--- config.mk ---
export PLATFORM = sky130hd
export DESIGN_NAME = register_pipe
export DESIGN_NICKNAME = d
export VERILOG_FILES = /design/src/rtl/register_pipe.sv
export SDC_FILE = /design/constraint.sdc
export NUM_CORES = 1
export LEC_CHECK = 0
export CORE_MARGIN = 2
export CORE_UTILIZATION = 50
export CTS_CLUSTER_SIZE = 24
export DETAILED_ROUTE_END_ITERATION = 7
export DONT_BUFFER_PORTS = 1
export GPL_ROUTABILITY_DRIVEN = 0
export GPL_TIMING_DRIVEN = 0
export PLACE_DENSITY = 0.68
export SLEW_MARGIN = 20
export SYNTH_ARGS = -nofsm -noshare
export SYNTH_HDL_FRONTEND = slang
export SYNTH_SLANG_ARGS = --single-unit
export TNS_END_PERCENT = 1
--- constraint.sdc ---
create_clock -name clk -period 3.9 [get_ports clk]
set_input_delay 0.39 -clock clk [delete_from_list [all_inputs] [get_ports clk]]
set_output_delay 0.39 -clock clk [all_outputs]
set_load 0.03 [all_outputs]
--- src/rtl/register_pipe.sv ---
// register_pipe: Depth-stage valid/data register pipeline with stall and clear; REGISTER_PIPE_OCC_EN adds an occ counter
module register_pipe #(
  parameter int DataWidth = 32,
  parameter int Depth = 4
) (
  input  logic                 clk,
  input  logic                 rst,
  input  logic                 stall,
  input  logic                 clr,
  input  logic                 wen,
  input  logic [DataWidth-1:0] wdata,
  output logic [DataWidth-1:0] rdata,
  output logic                 rdy,
  output logic                 busy
`ifdef REGISTER_PIPE_OCC_EN
  ,
  output logic [$clog2(Depth+1)-1:0] occ
`endif
);
  logic [Depth-1:0][DataWidth-1:0] d;
  logic [Depth-1:0]                v;
  logic [Depth:0]                  sh;
  logic [Depth:0][DataWidth-1:0]   src;
  // stage k loads from src[k] when sh[k] (its upstream valid) is set
  assign sh  = {v, wen};
  assign src = {d, wdata};
  always_ff @(posedge clk or posedge rst)
    if (rst) v <= '0;
    else if (clr) v <= '0;
    else if (!stall) v <= sh[Depth-1:0];
  always_ff @(posedge clk or posedge rst)
    if (rst) d <= '0;
    else if (!clr && !stall)
      for (int k = 0; k < Depth; k++)
        if (sh[k]) d[k] <= src[k];
  assign rdata = d[Depth-1];
  assign rdy   = v[Depth-1];
  assign busy  = |v;
`ifdef REGISTER_PIPE_OCC_EN
  localparam int OW = $clog2(Depth + 1);
  always_ff @(posedge clk or posedge rst)
    if (rst) occ <= '0;
    else if (clr) occ <= '0;
    else if (!stall) occ <= occ + OW'(wen) - OW'(v[Depth-1]);
`endif
endmodule

==> results of run 1 <==
## layer usage
layer,track usage [%],vias to the layer above
li1,-,1181
met1,20.10,1368
met2,26.81,58
met3,6.261,7
met4,7.514,0
met5,0,-
## cell usage in the layout, fill, tap and decap left out, drive strengths merged
cell         synthesis  routed
clkinv               0       3
mux2i                4       4
buf                 46      50
nor3b                4       4
mux2               128     128
or4                  1       1
clkinvlp             0       3
dfrtp              132     132
dlygate4sd3          0      27
clkbuf               0      23
bufinv               0       4
nor2                 4       4
## final cells by class
cell class                 instances  area share, %
buffer                            46          6.204
clock buffer                      23          7.209
multi-input combinational        141          24.97
inverter                           1         0.1160
tap                              136          2.629
timing repair buffer              31          5.528
clock inverter                     9          2.319
sequential                       132          51.02
## power by group through the flow
stage | Combinational, µW | Sequential (µW) | Clock, µW
final | 399 | 1770 | 1630
after CTS | 408 | 1770 | 1670
after floorplan | 332 | 1750 | 0
after global routing | 438 | 1800 | 1740
after detailed placement | 384 | 1790 | 0
after global placement | 354 | 1780 | 0
## path summary, 6_finish.rpt
check                                  start                     to  slack [ns]  cells past startpoint
setup / recovery            v[3]$_DFFE_PP0P_                   busy        1.84                      1
hold / removal                      wdata[1]       d[1]$_DFFE_PP0P_        0.03                      1
setup reg to reg            v[2]$_DFFE_PP0P_  rdata[26]$_DFFE_PP0P_        2.44                      3
hold reg to reg            d[94]$_DFFE_PP0P_      d[94]$_DFFE_PP0P_        0.49                      1
max in group asynchronous                rst      d[67]$_DFFE_PP0P_        2.80                      4
min in group asynchronous                rst  rdata[24]$_DFFE_PP0P_        0.40                      2
## kinds of logic (layout without fill, tap and decap cells)
logic type | Yosys count | in the layout | synth area share [%]
muxes | 132 | 132 | 28.52
DFF | 132 | 132 | 62.03
buffers and inverters | 47 | 110 | 7.613
and+or+nand+nor | 9 | 9 | 1.833
## metrics by stage
stage	hold slack [ns]	utilization (%)	setup WS [ns]
final	0.03070	62.71	1.841
after CTS	0.001464	62.61	1.805
after floorplan	0.4522	-	1.873
after global routing	0.0001161	62.71	1.787
after detailed placement	0.3310	54.11	2.278
after global placement	0.4690	53.27	1.261
## sequential cells by signal (all words and copies together) (netlist names)
name   cells
d         96
rdata     32
v          4
## repair_timing
action,CTS,global route
gates resized for setup,0,0
endpoints found under the hold margin,41,1
hold buffers,26,1
==> out/metrics.yaml, run 1 <==
run_status: "finished, final reports clean"
dp_hpwl_um: 5666
synth_area_um2: 5325
critPathMaxFanout: 3
syn_nets: 357
drtPass1Iterations: 4
drcViolationCount: 0
wl_met2_um: 4409
hold_viol: 0
post-cts-setup-buffers: 0
hold_class: "in2reg"
grt_pass1_wl_um: 14120
clock_path_buffers: 2
min_period_over_period_pct: 52.80
power_leakage_uw: 0.003086
routed_wl_um: 8605
fill_cells: 769
synth_flop_cell: "dfrtp_1"
drive_above_1_share_pct: 54.57
synth_area_leader_cell: "dfrtp_1"
max_freq_ghz: 0.4856
coreArea_um2: 10320
power.internal_uw: 2987
cp_cell_sequence: "or4_1"
setup_tns_ns: 0
crit_type: "reg2out"
grt_setup_unrepaired: "no"
multi_input_area_um2: 1617
yosysWarnings: 0
met1_length_um: 3654
design_area_um2: 6474
setup_viol: 0
ys_types: 12
synth_most_common_cell: "dfrtp_1"
worst_slew_pin_slew_ns: 0.5220
antenna_found_initial: 0
seq_area_um2: 3303
grt_use_total_pct: 16.72
total_power_uw: 3801
clk_pin_slew_ns: 0.06
finalClockSkew_ns: 0.005904
cts_max_level: 4
synthTopCellsByCount: "132 x dfrtp_1, 115 x mux2_2, 32 x buf_4"
avgSynthCellArea_um2: 16.64
drtIter0Drc: 69
drv_slew: 0
ant_nets: 0
required_ns: 3.51
placed_area_um2: 5587
endpoint_kind: "output pin"
drv_cap: 0
synth_top_area_share_pct: 62.03
ir_drop_mv: 0.3771
wl_met3_um: 425
die_y_um: 107.2
ys_ff_latch: 132
path_delay_family: "simple AND/OR/NAND/NOR gates"
initial_core_util_pct: 51.58
maxSlewHeadroom_pct: 65.13
area_growth_pct: 21.57
clk_latency_ns: 0.51
drt-vias-per-instance: 5.037
globalRoute.totalOverflow: 0
cts_buffers: 17
antenna_cells: 0
ioPinCount: 71
period_needed_ns: 2.059
synth_edf_count: 0
seqPwrFrac_pct: 46.5
io_buffers: 0
yosysSeqAreaShare_pct: 62.03
worst-path-buf-inv: 0
cts_tree: "yes"
max_stage_delay_ns: 0.65
clockRootBuffer: "clkbuf_8"
p_per_area_nw_per_um2: 587.1
stdcell_count: 519
power.switching_uw: 813.4
cts_sinks: 132
grt_max_degree: 36
synthCells: 320
vias: 2614
routedWlPerCell_um: 16.58
die_w_um: 107.2
swShare_pct: 21.40
fin_nets: 407
dieArea_um2: 11490
pwr-share-clk_pct: 43.0
grt_pass1_vias: 2770
synthTopCellsByArea: "dfrtp_1 62%, mux2_2 24%, buf_4 4.5%"
crit_slowest_cell: "or4_1"
arrival_ns: 1.67
dp.cells: 460
cp-start-kind: "flip-flop"
highest_layer: "met4"
ys_async_sr_fraction_pct: 100.0
combinationalPowerShare_pct: 10.5
fp-row-count: 37
Note: power is estimated with default switching activity, not from simulation.
==> run 2: changes to the inputs <==
--- a/config.mk
+++ b/config.mk
@@ -12,7 +12,6 @@
 export DONT_BUFFER_PORTS = 1
 export GPL_ROUTABILITY_DRIVEN = 0
 export GPL_TIMING_DRIVEN = 0
-export PLACE_DENSITY = 0.68
 export SLEW_MARGIN = 20
 export SYNTH_ARGS = -nofsm -noshare
 export SYNTH_HDL_FRONTEND = slang
==> constraint.sdc (replaced) <==
create_clock -name clk -period 2.05 [get_ports clk]
set_input_delay 0.205 -clock clk [delete_from_list [all_inputs] [get_ports clk]]
set_output_delay 0.205 -clock clk [all_outputs]
set_load 0.03 [all_outputs]
==> run 2 against run 1 <==
Net effect:
- worst setup slack got worse by 1.6 ns
- register-to-register slack got worse by 1.9 ns
- critical path type unchanged
- largest cell class unchanged
- core utilization grew 0.15 points
==> out/metrics.yaml, run 2 (synthesis results as in run 1) <==
stdcell_count: 526  # +1.3%
grt_setup_unrepaired: "no"
post-cts-setup-buffers: 0  # unchanged
final_util_pct: 62.85  # +0.15 points
drtIter0Drc: 62  # -10%
clk_latency_ns: 0.51  # about the same
design_area_um2: 6489  # +0.23%
initial_core_util_pct: 51.58  # unchanged
hold_viol: 0  # unchanged
whs_ns: 0.04688  # +0.01618 ns
cp_cell_sequence: "or4_1"
ant_nets: 0  # unchanged
dieArea_um2: 11490  # unchanged
run_status: "finished, final reports clean"
required_ns: 1.85  # -1.66 ns
combinationalPowerShare_pct: 11.0  # +0.5 points
p_per_area_nw_per_um2: 1070  # +82%
antenna_cells: 0  # unchanged
grt_use_total_pct: 16.58  # -0.14 points
mostFrequentLayoutCells: "132 x dfrtp_1, 115 x mux2_2, 36 x dlygate4sd3_1, 32 x buf_4, 16 x clkbuf_16"
ir_drop_mv: 0.6544  # +74%
seqPwrFrac_pct: 48.4  # +1.9 points
antenna_found_initial: 0  # unchanged
grt_pass1_wl_um: 14260  # +0.93%
cts_tree: "yes"
drcViolationCount: 0  # unchanged
drive_above_1_share_pct: 52.56  # -2.0 points
area_growth_pct: 21.85
power.internal_uw: 5434  # +82%
fp-row-count: 37  # unchanged
die_w_um: 107.2  # unchanged
cts_buffers: 17  # unchanged
grt_max_degree: 36  # unchanged
drt-vias-per-instance: 5.017  # -0.39%
ioPinCount: 71  # unchanged
max_freq_ghz: 0.5391
drv_cap: 0  # unchanged
globalRoute.totalOverflow: 0  # unchanged
routedWlPerCell_um: 16.21  # -2.3%
crit_type: "reg2out"
clk_pin_slew_ns: 0.06  # about the same
swShare_pct: 21.70  # +0.30 points
cts_sinks: 132  # unchanged
worst-path-buf-inv: 0  # unchanged
critPathMaxFanout: 3  # unchanged
io_buffers: 0  # unchanged
hold_class: "in2async"
coreArea_um2: 10320  # unchanged
min_period_over_period_pct: 90.49
drtPass1Iterations: 4  # unchanged
period_needed_ns: 1.855
cts_resized: 0  # unchanged
largest_register_ffs: 96  # unchanged
pwr-share-clk_pct: 40.6  # -2.4 points
final_common_cell: "dfrtp_1"
drv_slew: 0  # unchanged
clock_path_buffers: 2  # unchanged
max_stage_delay_ns: 0.64  # about the same
dp.cells: 460  # unchanged
maxSlewHeadroom_pct: 73.04  # +7.9 points
die_y_um: 107.2  # unchanged
regMostFlops: "d"
worst_slew_pin_slew_ns: 0.4039  # -0.1180 ns
path_delay_family: "simple AND/OR/NAND/NOR gates"
finalClockSkew_ns: 0.007858  # +0.001954 ns
endpoint_kind: "output pin"
power.switching_uw: 1506  # +85%
clockRootBuffer: "clkbuf_8"
arrival_ns: 1.65  # -0.02 ns
fin_nets: 416  # +2.2%
cts_max_level: 4  # unchanged
vias: 2639  # +0.96%
placed_area_um2: 5579  # -0.13%
setup_viol: 0  # unchanged
crit_slowest_cell: "or4_1"
power_leakage_uw: 0.003096  # +0.32%
dp_hpwl_um: 5417  # -4.4%
cp-start-kind: "flip-flop"
grt_pass1_vias: 2882  # +4.0%
routed_wl_um: 8524  # -0.94%
run 2: final cells by class:
class / instances / area [µm²]
well taps: 136 / 170.2
fillers: 782 / 3835
plain buffers: 46 / 401.6
repair buffers: 40 / 440.4
multi-input cells: 141 / 1617
clock buffers: 25 / 474.2
inverters: 1 / 7.507
clock inverters: 5 / 75.07
flip-flops and latches: 132 / 3303
run 2: worst register-to-register path, delay by kind of cell, from the launching register on:
family	cells	cell delay (ns)
flops	1	0.38
buf+inv	1	0.22
simple gates	1	0.38
mux	1	0.35
run 2: power groups by stage:
| stage | Sequential, µW | Combinational (µW) | Clock [µW] |
|---|---|---|---|
| after global placement | 3380 | 675 | 0 |
| after CTS | 3360 | 783 | 2890 |
| final | 3360 | 766 | 2820 |
| after floorplan | 3320 | 631 | 0 |
| after global routing | 3430 | 839 | 3010 |
| after detailed placement | 3400 | 721 | 0 |
run 2: what timing repair did:
item,4_1_cts,5_1_grt
setup endpoints to repair,0,0
hold endpoints to repair,168,0
hold buffers,36,0
run 2: path summary, 6_finish.rpt:
check	start	end	slack, ns	cells past startpoint
max	v[3]$_DFFE_PP0P_	busy	0.19	1
min	rst	rdata[22]$_DFFE_PP0P_	0.05	2
max reg2reg	v[0]$_DFFE_PP0P_	d[53]$_DFFE_PP0P_	0.59	3
min reg2reg	d[62]$_DFFE_PP0P_	d[94]$_DFFE_PP0P_	0.49	1
max in group asynchronous	rst	rdata[30]$_DFFE_PP0P_	1.39	4
min in group clk	stall	v[3]$_DFFE_PP0P_	0.06	3
run 2: through the flow:
step                      setup WS (ns)  TNS (ns)  total power [µW]
after CTS                        0.1585         0              7034
after global routing             0.1359         0              7281
after detailed placement         0.5905         0              4126
after global placement          -0.4291    -55.70              4058
final                            0.1949         0              6940
after floorplan                  0.2078         0              3951
run 2: layer usage:
layer,vias to the layer above,GRT usage [%],routed length [µm]
li1,1203,-,-
met4,0,6.957,122
met1,1374,20.86,3776
met5,-,0,0
met2,52,25.68,4237
met3,10,6.383,388
==> run 3: changes to the inputs <==
==> constraint.sdc (replaced) <==
create_clock -name clk -period 1.9 [get_ports clk]
set_input_delay 0.19 -clock clk [delete_from_list [all_inputs] [get_ports clk]]
set_output_delay 0.19 -clock clk [all_outputs]
set_load 0.03 [all_outputs]
==> results of run 3 <==
The final DEF is identical to that of run 2. Status: finished, final reports clean.
Main changes from that run: setup slack after placement 0.5905 ns -> 0.4438 ns; setup slack after layout 0.1949 ns -> 0.05992 ns; hold slack 0.04688 ns -> 0.03188 ns; register-to-register setup slack 0.59 ns -> 0.44 ns; total power 6940 µW -> 7488 µW; worst IR drop on VDD 0.6544 mV -> 0.7061 mV
